==> src/rtl/bus_memtest_master.sv <==
// Bus memory self-test master: writes addr^seed over a word range, reads it back and compares.
// Define BUS_MEMTEST_TIMEOUT_EN to abort a test when a read response never arrives.
module bus_memtest_master #(
  parameter int CNT_WIDTH      = 16,
  parameter int TIMEOUT_CYCLES = 255
) (
  input  logic                 clk_i,
  input  logic                 rst_i,
  input  logic                 start_i,
  input  logic [31:0]          base_addr_bi,
  input  logic [CNT_WIDTH-1:0] len_bi,
  input  logic [31:0]          seed_bi,
  output logic                 busy_o,
  output logic                 done_o,
  output logic                 pass_o,
  output logic                 timeout_o,
  output logic [CNT_WIDTH-1:0] err_cnt_bo,
  output logic [31:0]          err_addr_bo,
  output logic                 bus_req_o,
  output logic                 bus_we_o,
  output logic [31:0]          bus_addr_bo,
  output logic [3:0]           bus_be_bo,
  output logic [31:0]          bus_wdata_bo,
  input  logic                 bus_ack_i,
  input  logic                 bus_resp_i,
  input  logic [31:0]          bus_rdata_bi
);

  // IDLE wait start | WR write pass | RD_REQ issue read | RD_WAIT await resp | FIN report result
  typedef enum logic [2:0] {IDLE, WR, RD_REQ, RD_WAIT, FIN} state_t;

  state_t               state_q;
  logic [31:0]          base_q, seed_q, addr_q, wdata_q, err_addr_q;
  logic [CNT_WIDTH-1:0] len_q, idx_q, err_cnt_q;
  logic                 busy_q, done_q, pass_q, timeout_q, req_q, we_q;

  logic [31:0] base_w, addr_next_w, expect_w;
  logic        last_w, err_full_w;

  assign base_w      = base_addr_bi & 32'hFFFF_FFFC;
  assign addr_next_w = addr_q + 32'd4;
  assign expect_w    = addr_q ^ seed_q;
  assign last_w      = (idx_q == len_q - CNT_WIDTH'(1));
  assign err_full_w  = &err_cnt_q;

`ifdef BUS_MEMTEST_TIMEOUT_EN
  localparam int TW = $clog2(TIMEOUT_CYCLES + 1);
  logic [TW-1:0] tmo_q;
`endif

  always_ff @(posedge clk_i) begin
    if (rst_i) begin
      state_q    <= IDLE;
      base_q     <= '0;
      seed_q     <= '0;
      addr_q     <= '0;
      wdata_q    <= '0;
      err_addr_q <= '0;
      len_q      <= '0;
      idx_q      <= '0;
      err_cnt_q  <= '0;
      busy_q     <= 1'b0;
      done_q     <= 1'b0;
      pass_q     <= 1'b0;
      timeout_q  <= 1'b0;
      req_q      <= 1'b0;
      we_q       <= 1'b0;
`ifdef BUS_MEMTEST_TIMEOUT_EN
      tmo_q      <= '0;
`endif
    end else begin
      done_q <= 1'b0;
      case (state_q)
        IDLE: if (start_i) begin
          base_q     <= base_w;
          len_q      <= len_bi;
          seed_q     <= seed_bi;
          idx_q      <= '0;
          addr_q     <= base_w;
          err_cnt_q  <= '0;
          err_addr_q <= '0;
          pass_q     <= 1'b0;
          timeout_q  <= 1'b0;
          busy_q     <= 1'b1;
          if (len_bi == '0) begin
            state_q <= FIN;
          end else begin
            state_q <= WR;
            req_q   <= 1'b1;
            we_q    <= 1'b1;
            wdata_q <= base_w ^ seed_bi;
          end
        end
        WR: if (bus_ack_i) begin
          if (last_w) begin
            idx_q   <= '0;
            addr_q  <= base_q;
            we_q    <= 1'b0;
            wdata_q <= '0;
            state_q <= RD_REQ;
          end else begin
            idx_q   <= idx_q + CNT_WIDTH'(1);
            addr_q  <= addr_next_w;
            wdata_q <= addr_next_w ^ seed_q;
          end
        end
        RD_REQ: if (bus_ack_i) begin
          req_q   <= 1'b0;
          state_q <= RD_WAIT;
`ifdef BUS_MEMTEST_TIMEOUT_EN
          tmo_q   <= TW'(TIMEOUT_CYCLES - 1);
`endif
        end
        RD_WAIT: begin
          if (bus_resp_i) begin
            if (bus_rdata_bi != expect_w) begin
              if (!err_full_w) err_cnt_q <= err_cnt_q + CNT_WIDTH'(1);
              if (err_cnt_q == '0) err_addr_q <= addr_q;
            end
            if (last_w) begin
              state_q <= FIN;
            end else begin
              idx_q   <= idx_q + CNT_WIDTH'(1);
              addr_q  <= addr_next_w;
              req_q   <= 1'b1;
              state_q <= RD_REQ;
            end
          end
`ifdef BUS_MEMTEST_TIMEOUT_EN
          else if (tmo_q == '0) begin
            if (!err_full_w) err_cnt_q <= err_cnt_q + CNT_WIDTH'(1);
            if (err_cnt_q == '0) err_addr_q <= addr_q;
            timeout_q <= 1'b1;
            state_q   <= FIN;
          end else begin
            tmo_q <= tmo_q - TW'(1);
          end
`endif
        end
        FIN: begin
          done_q  <= 1'b1;
          busy_q  <= 1'b0;
          pass_q  <= (err_cnt_q == '0) && !timeout_q;
          state_q <= IDLE;
        end
        default: state_q <= IDLE;
      endcase
    end
  end

  assign busy_o       = busy_q;
  assign done_o       = done_q;
  assign pass_o       = pass_q;
  assign timeout_o    = timeout_q;
  assign err_cnt_bo   = err_cnt_q;
  assign err_addr_bo  = err_addr_q;
  assign bus_req_o    = req_q;
  assign bus_we_o     = we_q;
  assign bus_addr_bo  = addr_q;
  assign bus_be_bo    = req_q ? 4'hF : 4'h0;
  assign bus_wdata_bo = wdata_q;

endmodule

==> config.mk <==
export PLATFORM = sky130hd
export DESIGN_NAME = bus_memtest_master
export DESIGN_NICKNAME = d
export VERILOG_FILES = /design/src/rtl/bus_memtest_master.sv
export SDC_FILE = /design/constraint.sdc
export NUM_CORES = 1
export LEC_CHECK = 0
export CORE_UTILIZATION = 40
export DETAILED_ROUTE_END_ITERATION = 8
export DONT_BUFFER_PORTS = 1
export PLACE_DENSITY = 0.61
export REMOVE_ABC_BUFFERS = 1
export SYNTH_ARGS = -nofsm -noshare
export SYNTH_HDL_FRONTEND = slang
export SYNTH_SLANG_ARGS = --single-unit
==> constraint.sdc <==
create_clock -name clk_i -period 3.75 [get_ports clk_i]
set_clock_uncertainty 0.15 [all_clocks]
set_input_delay 0.375 -clock clk_i [delete_from_list [all_inputs] [get_ports clk_i]]
set_output_delay 0.375 -clock clk_i [all_outputs]
set_load 0.005 [all_outputs]
# Word-level counts from Yosys, hierarchy flattened
# Index checks and enable logic that the tools add are counted.
# word_totals
reg_bits	214
input_bits	117
word_cells	104
# op_classes
n_addsub	4
eq_ne	16
n_mux	49
n_bitwise	3
n_reduce_logical	18
# ops
operator	n
$mux W32	13
$mux W16	8
$pmux W32 S2	2
$pmux W32 S3	1
$xor A32 B32 Y32	3
$pmux W16 S3	1
$add A16 B1 Y16 const B	2
$add A32 B3 Y32 const B	1
$logic_not A16 Y1	2
$ne A32 B32 Y1	1
$pmux W16 S2	1
$reduce_and A5 Y1	5
$mux W3	7
$ne A2 B2 Y1 const B	10
$eq A16 B16 Y1	1
$reduce_and A16 Y1	1
$sub A16 B1 Y16 const B	1
$pmux W3 S4	1
$mux W1	10
$eq A3 B2 Y1 const B	2
$pmux W1 S2	3
$reduce_and A6 Y1	1
$reduce_bool A2 Y1	3
$reduce_bool A3 Y1	2
other kinds (7)	8

# Depth between registers and ports, before layout
# depth
word_depth	5
ltp_mapped	12

# Worst setup path after synthesis
# Ideal clock, no wire load.
# synth_path
path_kind	flip-flop to flip-flop
startpoint	register len_q[0]
endpoint	register addr_q[28] (netlist: bus_addr_bo[28])
arrival_ps	2874
required_ps	3530
path_slack_ps	656
stages_incl_launch_ff	12
path_cell_list	dfxtp_1 > inv_1 > ha_1 > or4b_4 > or2_1 > or4_4 > a22oi_4 > nand4_4 > nor2_4 > buf_4 > mux2_2 > a21oi_1
# synth_between
elab_chain_len	5
word_cells_on_any_way	7
cone_classes	1 x add/sub; 2 x eq/ne; 3 x mux; 1 x reduce/logical
# synth_rtl
element	line	source
start: declaration	34	logic [CNT_WIDTH-1:0] len_q, idx_q, err_cnt_q;
start signal: assignment	76	len_q <= len_bi;
$sub A16 B1 Y16 *	43	assign last_w = (idx_q == len_q - CNT_WIDTH'(1));
$eq A16 B16 Y1 *	43	
$mux W32	95	if (last_w) begin
$mux W32	94	WR: if (bus_ack_i) begin
$pmux W32 S3	73	case (state_q)
end signal: assignment	79	addr_q <= base_w;
end signal: assignment	97	addr_q <= base_q;
end signal: assignment	103	addr_q <= addr_next_w;
end: declaration	33	logic [31:0] base_q, seed_q, addr_q, wdata_q, err_addr_q;
# Every way passes the cells marked *; elsewhere a longest branch is shown, timed or not. The select of a mux whose other input is x is not followed.
# A chain may end at the register's enable or synchronous reset.

# Worst setup path in the final report
# layout_path
startpoint	register len_q[0]
endpoint	register addr_q[29] (netlist: bus_addr_bo[29])
# The elaborated chain is that of the path after synthesis.

==> run_results.csv <==
group,metric,value,unit
critical_path,slowest_stage,"or4b_4",
critical_path,crit_arrival,3.79,ns
floorplanning,io_pins,239,
global_routing,antenna_found_initial,3,
critical_path,crit_required,4.01,ns
critical_path,path_buf_inv,1,
final_layout,final_cell_mix,"nand2_1, dfxtp_1, a21oi_1",
critical_path,startpoint_type,"register",
floorplanning,die_area,28980,um2
global_routing,first_global_vias,9906,
clock_network,ctsRootBufferMaster,"clkbuf_16",
hold_path,min_path_type,"input pin to register",
sta,hold_viol_final,0,
logic_synthesis,syn_inst,1387,
power,pwr-share-seq,34.0,%
logic_synthesis,syn_area,11320,um2
sta,worst_pin_slew,1.011,ns
sta,setup_violations,0,
clock_network,clock_latency,0.53,ns
clock_network,cts_max_level,1,
detailed_routing,wirelength,37.68,mm
placement,dp_hpwl,24.83,mm
detailed_routing,dr.pass1.iters,5,
power,pwr_density_cell,681.0,nW/um2
floorplanning,core_area,27780,um2
floorplanning,fp.dieH,170.2,um
sta,rsz0062_at_grt,"no",
floorplanning,dieWidth,170.2,um
placement,placed_area,11760,um2
critical_path,path_cells,"inv_1 > ha_1 > or4b_4 > or2_1 > or4_4 > a22oi_4 > and4_4 > a21oi_2 > and4_1 > a211o_1",
logic_synthesis,synthAdderAreaFrac,0.5525,%
clock_network,post_cts_resized,0,
logic_synthesis,syn_area_per_cell,8.163,um2
sta,period_needed,3.525,ns
detailed_routing,vias_per_cell,5.687,
floorplanning,rows,61,
global_routing,grt_pass1_wl,57.88,mm
clock_network,cts_max_path_buffers,3,
placement,io_buffers,0,
detailed_routing,postRouteAntennaNets,0,
critical_path,reg2reg_slack,0.23,ns
critical_path,max_stage_delay,0.50,ns
clock_network,clock_sinks,210,
placement,gp_congestion,0.8605,
final_layout,area_growth_syn_to_layout,18.72,%
clock_network,postCtsSetupBuffers,0,
global_routing,grt_max_degree,94,
final_layout,utilization,48.38,%
power,internal_power,0.005525,W
logic_synthesis,yosysSeqAreaShare,37.13,%
clock_network,cts_tree,"built",
logic_synthesis,synth_mux_area_share,3.227,%
power,clkPwrFrac,26.7,%
global_routing,grt_usage,25.62,%
sta,hold_ws,0.01448,ns
power,switching_power,0.003628,W
detailed_routing,drc,0,
critical_path,path_class,"register to register",
logic_synthesis,yosys_warnings,0,
sta,relSlewSlack,32.61,%
sta,fin_setup_tns,0,ns
status,status,"finished clean",
final_layout,layout-drive-gt1-share,8.997,%
sta,slew_viol_final,0,
clock_network,clk_transition_reported_paths,0.06,ns
power,irDropWorstVdd,446.7,uV
detailed_routing,drt_iter0_drc,833,
job,drv_cap,0,
logic_synthesis,synth_top_family_by_area,"simple AND/OR/NAND/NOR gates",
critical_path,cp-end-kind,"register",
detailed_routing,num_vias,10440,
logic_synthesis,synth_ff_type,"dfxtp_1",
logic_synthesis,synthSimpleGateAreaFrac,20.40,%
sta,max_freq,283.7,MHz
detailed_routing,avgRoutedWirePerCell,20.52,um
final_layout,nets,1559,
placement,post-place-ws,0.2469,ns
critical_path,critPathMaxFanout,12,
logic_synthesis,async_reset_ff_share,0,%
sta,timing.final.crit_share,93.99,%
logic_synthesis,ys_types,78,
final_layout,postLayoutCellArea,13440,um2
power,power_leakage,4.996,nW
power,pwr-share-comb,39.3,%
logic_synthesis,synth_xor_area_share,13.44,%
sta,setup_slack,0.2253,ns
logic_synthesis,synth_edf_count,0,
floorplanning,initial_core_util,40.75,%
logic_synthesis,synth_compound_area_share,20.05,%
power,swShare,39.63,%
clock_network,cts_made_buffers,25,
global_routing,overflow,0,
critical_path,crit_family,"simple AND/OR/NAND/NOR gates",
final_layout,final_common_cell,"nand2_1",
logic_synthesis,ys_ff_latch,210,
## power by group through the flow
stage / Clock (W) / Sequential [W] / Combinational, W
finish: 0.00244 / 0.00311 / 0.00359
global route: 0.00259 / 0.00317 / 0.00391
CTS: 0.00248 / 0.00311 / 0.00357
detailed placement: 0 / 0.00315 / 0.00344
global placement: 0 / 0.00315 / 0.00340
floorplan: 0 / 0.00315 / 0.00217
## Yosys cell counts, drive strengths merged, types with 8 or more instances
master  number  area (um2)
and3        11       68.82
xnor2       78       683.2
o211ai       8       60.06
a221oi       8       76.32
nor4        21       137.6
nor3        14       70.07
nand2      222       835.8
a32oi       12       105.1
nand4       26       177.7
mux2i       32       320.3
a22oi       36       284.0
xor2        70       613.1
nand3       39       195.2
o21ai       64       331.6
xnor3       10       225.2
a21oi      165       829.6
and2         9       56.31
clkbuf      86       322.8
and4        12       107.6
inv         17       63.81
nor2        79       304.0
or4         10       78.82
o31ai        9       67.56
buf         29       195.2
or3         10       62.56
dfxtp      210        4204
## registers in the layout (all words and copies together), names as in the netlist, 3 cells and up
| register | count |
|---|---|
| len_q | 16 |
| state_q | 3 |
| idx_q | 16 |
| seed_q | 32 |
| base_q | 30 |
| err_cnt_bo | 16 |
| bus_addr_bo | 30 |
| err_addr_bo | 30 |
| bus_wdata_bo | 32 |
## layer usage
metal | part of all wire, % | GRT usage [%]
met5 | 0.035 | 0
met2 | 46 | 40.77
met4 | 2.0 | 6.032
met1 | 43 | 34.11
met3 | 9.9 | 7.186
## cell families (layout without fill, tap and decap cells)
logic type / Yosys count / count (layout)
other: 1 / 7
DFF: 210 / 210
adders and majority gates: 5 / 5
muxes: 36 / 36
AOI/OAI and AO/OA: 361 / 361
and+or+nand+nor: 483 / 483
xor gates and xnor gates: 158 / 158
buffers and inverters: 133 / 198
## final timing paths
kind | from | end | cells after the start
min | base_addr_bi[18] | bus_wdata_bo[18] | 3
max | len_q[0] | bus_addr_bo[29] | 10
max reg2reg | len_q[0] | bus_addr_bo[29] | 10
min reg2reg | base_q[8] | base_q[8] | 2
## cell type report
class                           count  area [um2]
Antenna cell                        2       5.005
Clock buffer                       39       768.2
Clock inverter                      7       63.81
Fill cell                        2732       14340
Inverter                           18       67.56
Multi-Input combinational cell   1048        6579
Sequential cell                   210        4204
Tap cell                          378       473.0
Timing Repair Buffer              134        1281
## worst register-to-register path, cell delays in order, from the launching register on
cell and delay [ns]:
dfxtp_1 0.35, inv_1 0.07, ha_1 0.22, or4b_4 0.50, or2_1 0.24, or4_4 0.44
a22oi_4 0.24, and4_4 0.41, a21oi_2 0.24, and4_1 0.28, a211o_1 0.26
## per-stage QoR
stage | total power (W) | cells
CTS | 0.009160 | 1834
finish | 0.009153 | 1836
global placement | 0.006545 | 1705
global route | 0.009672 | 1835
floorplan | 0.005323 | 1276
detailed placement | 0.006589 | 1705
## what timing repair did
| item | 4_1_cts | 5_1_grt |
|---|---|---|
| endpoints found under the hold margin | 142 | 0 |
| hold buffers | 83 | 0 |
| setup endpoints to repair | 0 | 0 |
Power figures use the tool's default switching activity.
==> RTL edit, RTL diff (same settings) <==
Change the parameter `CNT_WIDTH` from 16 to 12.
--- a/src/rtl/bus_memtest_master.sv
+++ b/src/rtl/bus_memtest_master.sv
@@ -3,3 +3,3 @@
 module bus_memtest_master #(
-  parameter int CNT_WIDTH      = 16,
+  parameter int CNT_WIDTH      = 12,
   parameter int TIMEOUT_CYCLES = 255
Interface: changed (resized err_cnt_bo and len_bi); port bits go from 239 to 231. The function was not compared with the original's and may differ.
==> RTL edit against the unedited design <==
- count of clock-buffer cells in the layout decreased by 21
- total power decreased by 30%
- setup slack got worse by 0.099 ns
- final cell count decreased by 3.9%
- hold slack got worse by 0.0039 ns
- cell area decreased by 3.9%
- global-route usage increased by 1.6 points
- sequential cell count decreased by 12
- area after synthesis decreased by 2.3%
- synthesized cell count about the same
- wire length increased by 2.7%
==> RTL edit: results (changes against the unedited design) <==
{| class="wikitable"
! Metric !! Value
|-
| GR Util All Layers || 27.2% (+1.6 points)
|-
| Post-Synth XOR/XNOR Area || 15.1% (+1.6 points)
|-
| WP data arrival || 3.77 ns (-0.02 ns)
|-
| Global-route wire length before repair || 59000 um (+1.9%)
|-
| Mean number of vias per cell || 5.93 (+4.2%)
|-
| Total non-filler cell area in the finished layout || 12900 um^2 (-3.9%)
|-
| Share of synthesized area spent on multiplexers || 1.18% (-2.1 points)
|-
| Sequential cell area || 3970 um^2 (-5.7%)
|-
| Detailed placement HPWL || 25200 um (+1.4%)
|-
| Length of routed wiring on met1 || 16600 um (+3.4%)
|-
| Most instantiated cells after synthesis || 218 x sky130_fd_sc_hd__nand2_1, 198 x sky130_fd_sc_hd__dfxtp_1, 135 x sky130_fd_sc_hd__a21oi_1, 117 x sky130_fd_sc_hd__nor2_1, 108 x sky130_fd_sc_hd__clkbuf_1
|-
| Net count reported at finish || 1529 (-1.9%)
|-
| Met2 wire length || 17700 um (+3.2%)
|-
| Multi-input comb cells || 1043 (-0.48%)
|-
| Leakage component of the power || 0.00471 uW (-5.7%)
|-
| FF+latch count || 198 (-5.7%)
|-
| # clk buffers || 18 (-54%)
|-
| Number of buffers inserted during clock tree synthesis || 17 (-32%)
|-
| Max stage delay cell, worst path || sky130_fd_sc_hd__or4_1
|-
| Largest fanout of any net on the critical path || 18 (+6)
|-
| Total number of vias || 10500 (+0.17%)
|-
| Post-Place Worst Slack || 0.295 ns (+0.0480 ns)
|-
| Number of global-route vias before repair || 9860 (-0.46%)
|-
| Transition time at the pin with the least slew margin || 0.845 ns (-0.166 ns)
|-
| Placement Cell Area || 11500 um^2 (-2.3%)
|-
| Fraction of the mapped netlist area in adder cells || 0.566% (+0.013 points)
|-
| Cell count after placement || 1655 (-2.9%)
|-
| Count of plain and timing-repair buffers || 131 (-2.2%)
|-
| Result of the run || completed
|-
| Complex-gate fraction of the synthesized area || 18.0% (-2.1 points)
|-
| Nonclk inv count || 20 (+2)
|-
| Worst IR drop on VDD || 0.310 mV (-31%)
|-
| Fraction of the yosys area taken by sequential cells || 35.8% (-1.3 points)
|-
| Count of distinct cell types in the synthesized netlist || 60 (-23%)
|-
| Layout buffering overhead excluding clock cells || 9.94% (+0.41 points)
|-
| Longest Clk Path Bufs || 2 (-1)
|-
| Number of cells produced by synthesis || 1386 (-0.072%)
|}
RTL edit: changes by cell type in the layout (fill, tap and decap cells not counted), sizes merged, moves of 27 or more:
cell	unedited run	this run
xor2	70	37
nor2	79	117
nand2b	4	33
a21oi	165	136
o21ai	64	34
nor3	14	41
a22oi	36	5
RTL edit: path summary, 6_finish.rpt:
kind / from / slack (ns) / endpoint / depth (start not counted)
setup / recovery: len_q[4] / 0.13 / state_q[0] / 10
hold / removal: base_addr_bi[24] / 0.01 / bus_addr_bo[24] / 2
setup reg to reg: len_q[4] / 0.13 / state_q[0] / 10
hold reg to reg: base_q[4] / 0.30 / base_q[4] / 2
RTL edit: routing by layer:
layer  vias up  GRT usage (%)
met5         -              0
met4         0           12.0
met3        78           5.62
met2       429           43.6
met1      5043           35.3
li1       4910              -
RTL edit: where the power goes:
part           total [uW]  switching (uW)  leakage (uW)  internal [uW]
registers            2530             238       0.00162           2290
logic                1830            1050       0.00279            781
clock network        2030             935      0.000300           1090
total                6390            2220       0.00471           4170
